--- src/rtl/gate_sched.sv ---
// gate_sched: timed measurement sequencer SYNC -> GDEL -> GATE -> LEN,
// repeated Nrep+1 times and closed by a one-cycle DONE pulse.
// Optional feature: define GATE_SCHED_ABORT_EN to add the abort/aborted pair.
module gate_sched #(
    parameter int REP_W = 4
) (
    input  logic             clk,
    input  logic             rst,
    input  logic             ena,
    input  logic             cmd_valid,
    output logic             cmd_ready,
    input  logic [7:0]       Tsync,
    input  logic [7:0]       Tgdel,
    input  logic [15:0]      Tgate,
    input  logic [15:0]      Tlen,
    input  logic [REP_W-1:0] Nrep,
`ifdef GATE_SCHED_ABORT_EN
    input  logic             abort,
    output logic             aborted,
`endif
    output logic             Sync,
    output logic             Gate,
    output logic             Done,
    output logic             busy,
    output logic [REP_W-1:0] rep_idx
);

    typedef enum logic [2:0] {
        IDLE,
        SYNC,
        GDEL,
        GATE,
        LEN,
        DONE
    } state_t;

    state_t           state;
    state_t           state_nxt;
    logic [15:0]      cnt;
    logic [15:0]      term;
    logic [7:0]       tsync_q;
    logic [7:0]       tgdel_q;
    logic [15:0]      tgate_q;
    logic [15:0]      tlen_q;
    logic [REP_W-1:0] nrep_q;
    logic             accept;
    logic             phase_end;
    logic             rep_adv;
    logic             abort_take;

    assign cmd_ready = (state == IDLE) && ena;
    assign accept    = cmd_ready && cmd_valid;

`ifdef GATE_SCHED_ABORT_EN
    // An abort only cancels a running sequence; IDLE ignores it and DONE wins.
    assign abort_take = abort && ena && (state != IDLE) && (state != DONE);
`else
    assign abort_take = 1'b0;
`endif

    // Terminal count of the active timed phase; 8-bit phases are zero-extended.
    always_comb begin
        // NOTE: default assignment first so no path leaves term unassigned (no latch).
        term = 16'd0;
        case (state)
            SYNC:    term = {8'd0, tsync_q};
            GDEL:    term = {8'd0, tgdel_q};
            GATE:    term = tgate_q;
            LEN:     term = tlen_q;
            default: term = 16'd0;
        endcase
    end

    assign phase_end = (cnt == term);

    // Next-state decision; everything freezes while ena is low.
    always_comb begin
        state_nxt = state;
        rep_adv   = 1'b0;
        if (ena) begin
            case (state)
                IDLE: if (cmd_valid) state_nxt = SYNC;
                SYNC: if (phase_end) state_nxt = GDEL;
                GDEL: if (phase_end) state_nxt = GATE;
                GATE: if (phase_end) state_nxt = LEN;
                LEN: begin
                    if (phase_end) begin
                        if (rep_idx == nrep_q) begin
                            state_nxt = DONE;
                        end else begin
                            state_nxt = SYNC;
                            rep_adv   = 1'b1;
                        end
                    end
                end
                DONE:    state_nxt = IDLE;
                default: state_nxt = IDLE;
            endcase
            if (abort_take) begin
                state_nxt = IDLE;
                rep_adv   = 1'b0;
            end
        end
    end

    // State, counter, latched parameters and registered Moore outputs.
    always_ff @(posedge clk) begin
        // NOTE: non-blocking assignments so every register samples pre-edge values.
        if (rst) begin
            state   <= IDLE;
            cnt     <= 16'd0;
            rep_idx <= '0;
            tsync_q <= 8'd0;
            tgdel_q <= 8'd0;
            tgate_q <= 16'd0;
            tlen_q  <= 16'd0;
            nrep_q  <= '0;
            Sync    <= 1'b0;
            Gate    <= 1'b0;
            Done    <= 1'b0;
            busy    <= 1'b0;
`ifdef GATE_SCHED_ABORT_EN
            aborted <= 1'b0;
`endif
        end else if (ena) begin
            state <= state_nxt;
            // The counter runs only while a timed phase continues; any phase
            // change clears it, so it stops at term and can never wrap.
            if ((state_nxt == state) && (state != IDLE)) begin
                cnt <= cnt + 16'd1;
            end else begin
                cnt <= 16'd0;
            end
            if (accept) begin
                tsync_q <= Tsync;
                tgdel_q <= Tgdel;
                tgate_q <= Tgate;
                tlen_q  <= Tlen;
                nrep_q  <= Nrep;
                rep_idx <= '0;
            end else if (rep_adv) begin
                rep_idx <= rep_idx + 1'b1;
            end
            Sync <= (state_nxt == SYNC);
            Gate <= (state_nxt == GATE);
            Done <= (state_nxt == DONE);
            busy <= (state_nxt != IDLE);
`ifdef GATE_SCHED_ABORT_EN
            aborted <= abort_take;
`endif
        end
    end

endmodule
--- config.mk ---
export PLATFORM = sky130hd
export DESIGN_NAME = gate_sched
export DESIGN_NICKNAME = d
export VERILOG_FILES = /design/src/rtl/gate_sched.sv
export SDC_FILE = /design/constraint.sdc
export NUM_CORES = 1
export LEC_CHECK = 0
export CAP_MARGIN = 0
export CORE_MARGIN = 2
export CORE_UTILIZATION = 30
export CTS_CLUSTER_DIAMETER = 120
export DETAILED_ROUTE_END_ITERATION = 10
export HOLD_SLACK_MARGIN = 0.02
export SLEW_MARGIN = 10
export SYNTH_ARGS = -nofsm -noshare
export SYNTH_HDL_FRONTEND = slang
export SYNTH_SLANG_ARGS = --single-unit
--- constraint.sdc ---
create_clock -name clk -period 3.7 [get_ports clk]
set_clock_uncertainty 0.2 [all_clocks]
set_input_delay 0.37 -clock clk [delete_from_list [all_inputs] [get_ports clk]]
set_output_delay 0.37 -clock clk [all_outputs]
set_load 0.02 [all_outputs]
==> flow_summary.toml <==
[run_status]
status = "completed"

[logic_synthesis]
synth_area_um2 = 3732
yosys_register_bits = 79
synth_ff_type = "dfxtp_1"
synth-edff-count = 0
ys_seq_area_frac = 0.4237
syn_nets = 519
syn_area_per_cell_um2 = 8.096
synth_cell_type_count = 50
yosys_warnings = 0
async_reset_ff_frac = 0
netlist_instances = 461

[routing]
avgViaCountPerCell = 4.762
drt-initial-drc-count = 152
dr.pass1.iters = 4
drc = 0
routed_wl_mm = 9.628
routedWlPerCell_um = 14.03
via_count = 3267
antenna_left = 0

[worst_setup_path]
cpPeakStageDelay_ns = 0.80
path_buf_inv = 0
crit_type = "reg2reg"
startpoint_type = "register"
critPathMaxFanout = 18
end_kind = "register"
cp.required_ns = 3.76
crit_chain = "and3b_1 > a22oi_1 > xor2_1 > o2111ai_1 > nor4_4 > and2_1 > mux2_2 > a21oi_1"
critPathTopFamily = "simple AND/OR/NAND/NOR gates"
cp_slowest_cell = "dfxtp_1"
arrival_ns = 3.42

[cts]
cts_setup_buffers = 0
cts_tree = "done"
cts-htree-levels = 3
clk_pin_slew_worst_paths_ns = 0.06
postCtsHoldBufs = 0
cts-resized-gates = 0
cts.sinks = 79
clk-insertion-delay-late_ns = 0.33
clock_path_buffers = 2
cts-root-buf = "clkbuf_16"
numCtsBuffers = 9

[layout]
multiInputGateArea_um2 = 1972
n_antenna_cell = 0
area_growth_pct = 28.53
register_area_um2 = 1582
fillers = 1250
drive_gt1_frac = 0.07336
fin_util = 0.3977
fin_nets = 571

[power]
leakage_nw = 1.733
power_frac_comb = 0.146
seqPwrFrac = 0.439
switchingPower_mw = 0.5622
power.share.clock = 0.415
swShare = 0.2619
p_total_mw = 2.146
power.internal_mw = 1.584
p_per_area_nw_per_um2 = 447.4
peakVddDrop_mv = 0.1817

[place]
post-place-ws_ns = 0.3489
hpwl_mm = 7.031
gp_congestion = 0.8638
port_buffers = 64

[run]
drv_cap = 0

[global_routing]
grt-ovfl-total = 0
grt_max_degree = 48
grtUsageTotal = 0.1528
grt_pass1_vias = 3209
antenna_found_initial = 0
grt_pass1_wl_mm = 16.02

[floorplan]
dieArea_um2 = 13350
row_count = 40
fp.dieW_um = 115.5
dieHeight_um = 115.5
start_util = 0.3094
io_pins = 65
core-area_um2 = 12060

[sta]
max_slew.worst_pin.slew_ns = 0.7455
relSlewSlack = 0.5023
hold_violations = 0
fmax_mhz = 298.3
min_period_ns = 3.352
setup_slack_ns = 0.3480
tns_ns = 0
drv_slew = 0
setup_viol = 0
rsz0062_at_grt = "no"
period_share = 0.9060

[worst_hold_path]
hold_path_class = "in2reg"
==> stage by stage <==
stage	cells	instance area, um^2	hold WS, ns
finish	686	4797	0.2224
CTS	686	4797	0.2009
floorplan	461	3732	0.2318
global placement	670	4498	0.2448
global route	686	4797	0.2185
detailed placement	670	4498	0.2500
==> final cells by class <==
| cell class | instances | share of cell area |
|---|---|---|
| Multi-Input combinational cell | 344 | 0.4111 |
| Sequential cell | 79 | 0.3297 |
| Timing Repair Buffer | 72 | 0.1476 |
| Clock buffer | 11 | 0.05060 |
| Tap cell | 168 | 0.04382 |
| Clock inverter | 5 | 0.01174 |
| Inverter | 7 | 0.005477 |
==> routing by layer <==
metal	up-vias	wire (um)	GRT usage
li1	1678	-	-
met1	1512	4755	0.2096
met2	66	4386	0.2409
met3	11	296	0.02249
met4	0	189	0.06345
met5	-	0	0
==> cells by family (layout without fill, tap and decap cells) <==
| logic type | after synthesis | count (layout) | share of synthesized area |
|---|---|---|---|
| buffers and inverters | 38 | 95 | 0.04827 |
| AO/OA/AOI/OAI | 103 | 103 | 0.1643 |
| XOR/XNOR | 31 | 31 | 0.07275 |
| AND/OR/NAND/NOR | 201 | 201 | 0.2642 |
| flip-flops | 79 | 79 | 0.4237 |
| multiplexers | 7 | 7 | 0.02011 |
| adder cells (fa/ha/maj) | 2 | 2 | 0.006704 |
==> registers in the layout (all words and copies together) (netlist names), 3 cells and up <==
| name | count |
|---|---|
| cnt | 16 |
| nrep_q | 4 |
| rep_idx | 4 |
| state | 3 |
| tgate_q | 16 |
| tgdel_q | 8 |
| tlen_q | 16 |
| tsync_q | 8 |
==> cell usage in the layout (no fill, tap or decap), types with 2 or more instances in the layout <==
| cell | netlist | layout |
|---|---|---|
| a31oi_1 | 4 | 4 |
| nand4_1 | 5 | 5 |
| a21oi_1 | 63 | 63 |
| clkbuf_16 | 0 | 9 |
| mux2_2 | 4 | 4 |
| or3_1 | 2 | 2 |
| xnor2_1 | 14 | 14 |
| a22o_1 | 4 | 4 |
| nand4b_1 | 2 | 2 |
| buf_4 | 2 | 7 |
| o21a_1 | 2 | 2 |
| nor2b_1 | 9 | 9 |
| or2_2 | 2 | 2 |
| and3_1 | 6 | 5 |
| nor2_1 | 23 | 23 |
| o32ai_1 | 2 | 2 |
| clkinv_2 | 0 | 2 |
| ha_1 | 2 | 2 |
| nand3_1 | 12 | 12 |
| mux2i_1 | 3 | 3 |
| o21ai_0 | 6 | 6 |
| and4_1 | 3 | 3 |
| xor2_1 | 17 | 17 |
| nand4bb_1 | 2 | 2 |
| dfxtp_1 | 79 | 79 |
| inv_1 | 7 | 7 |
| nand2_1 | 120 | 120 |
| nor4_4 | 2 | 2 |
| clkdlybuf4s50_1 | 0 | 63 |
| a22oi_1 | 12 | 12 |
| o211ai_1 | 2 | 2 |
| nor3_1 | 2 | 2 |
| a32o_1 | 2 | 2 |
==> power by group through the flow <==
stage	combinational, mW	clock (mW)	sequential (mW)
after detailed placement	0.313	0	0.960
after floorplan	0.215	0	0.939
after CTS	0.315	0.903	0.941
after global routing	0.350	0.941	0.947
final	0.313	0.892	0.941
after global placement	0.308	0	0.959
==> worst register-to-register path, stage by stage, from the launching register on <==
cell       delay (ns)
dfxtp_1          0.80
and3b_1          0.55
a22oi_1          0.16
xor2_1           0.18
o2111ai_1        0.18
nor4_4           0.44
and2_1           0.30
mux2_2           0.36
a21oi_1          0.11
==> worst paths after layout <==
| path | startpoint | to | slack [ns] | depth (start not counted) |
|---|---|---|---|---|
| max | state[0] | state[0] | 0.35 | 8 |
| min | rst | busy | 0.22 | 2 |
| max reg2reg | state[0] | state[0] | 0.35 | 8 |
| min reg2reg | tgdel_q[3] | tgdel_q[3] | 0.26 | 2 |
==> synthesized netlist by cell type (3+ instances only) <==
library cell | number | area, um^2
nor2b_1 | 9 | 56.30
mux2_2 | 4 | 45.04
inv_1 | 7 | 26.28
dfxtp_1 | 79 | 1582
a22o_1 | 4 | 35.03
nand4_1 | 5 | 31.28
buf_6 | 3 | 33.78
xor2_1 | 17 | 148.9
xnor2_1 | 14 | 122.6
a31oi_1 | 4 | 25.02
nand3_1 | 12 | 60.06
a21oi_1 | 63 | 315.3
and4_1 | 3 | 26.28
o21ai_0 | 6 | 30.03
nand2_1 | 120 | 450.4
buf_2 | 6 | 30.03
clkbuf_1 | 20 | 75.07
a22oi_1 | 12 | 90.09
and3_1 | 6 | 37.54
nor2_1 | 23 | 86.33
mux2i_1 | 3 | 30.03
No activity file was read; power rests on OpenSTA's default activity.
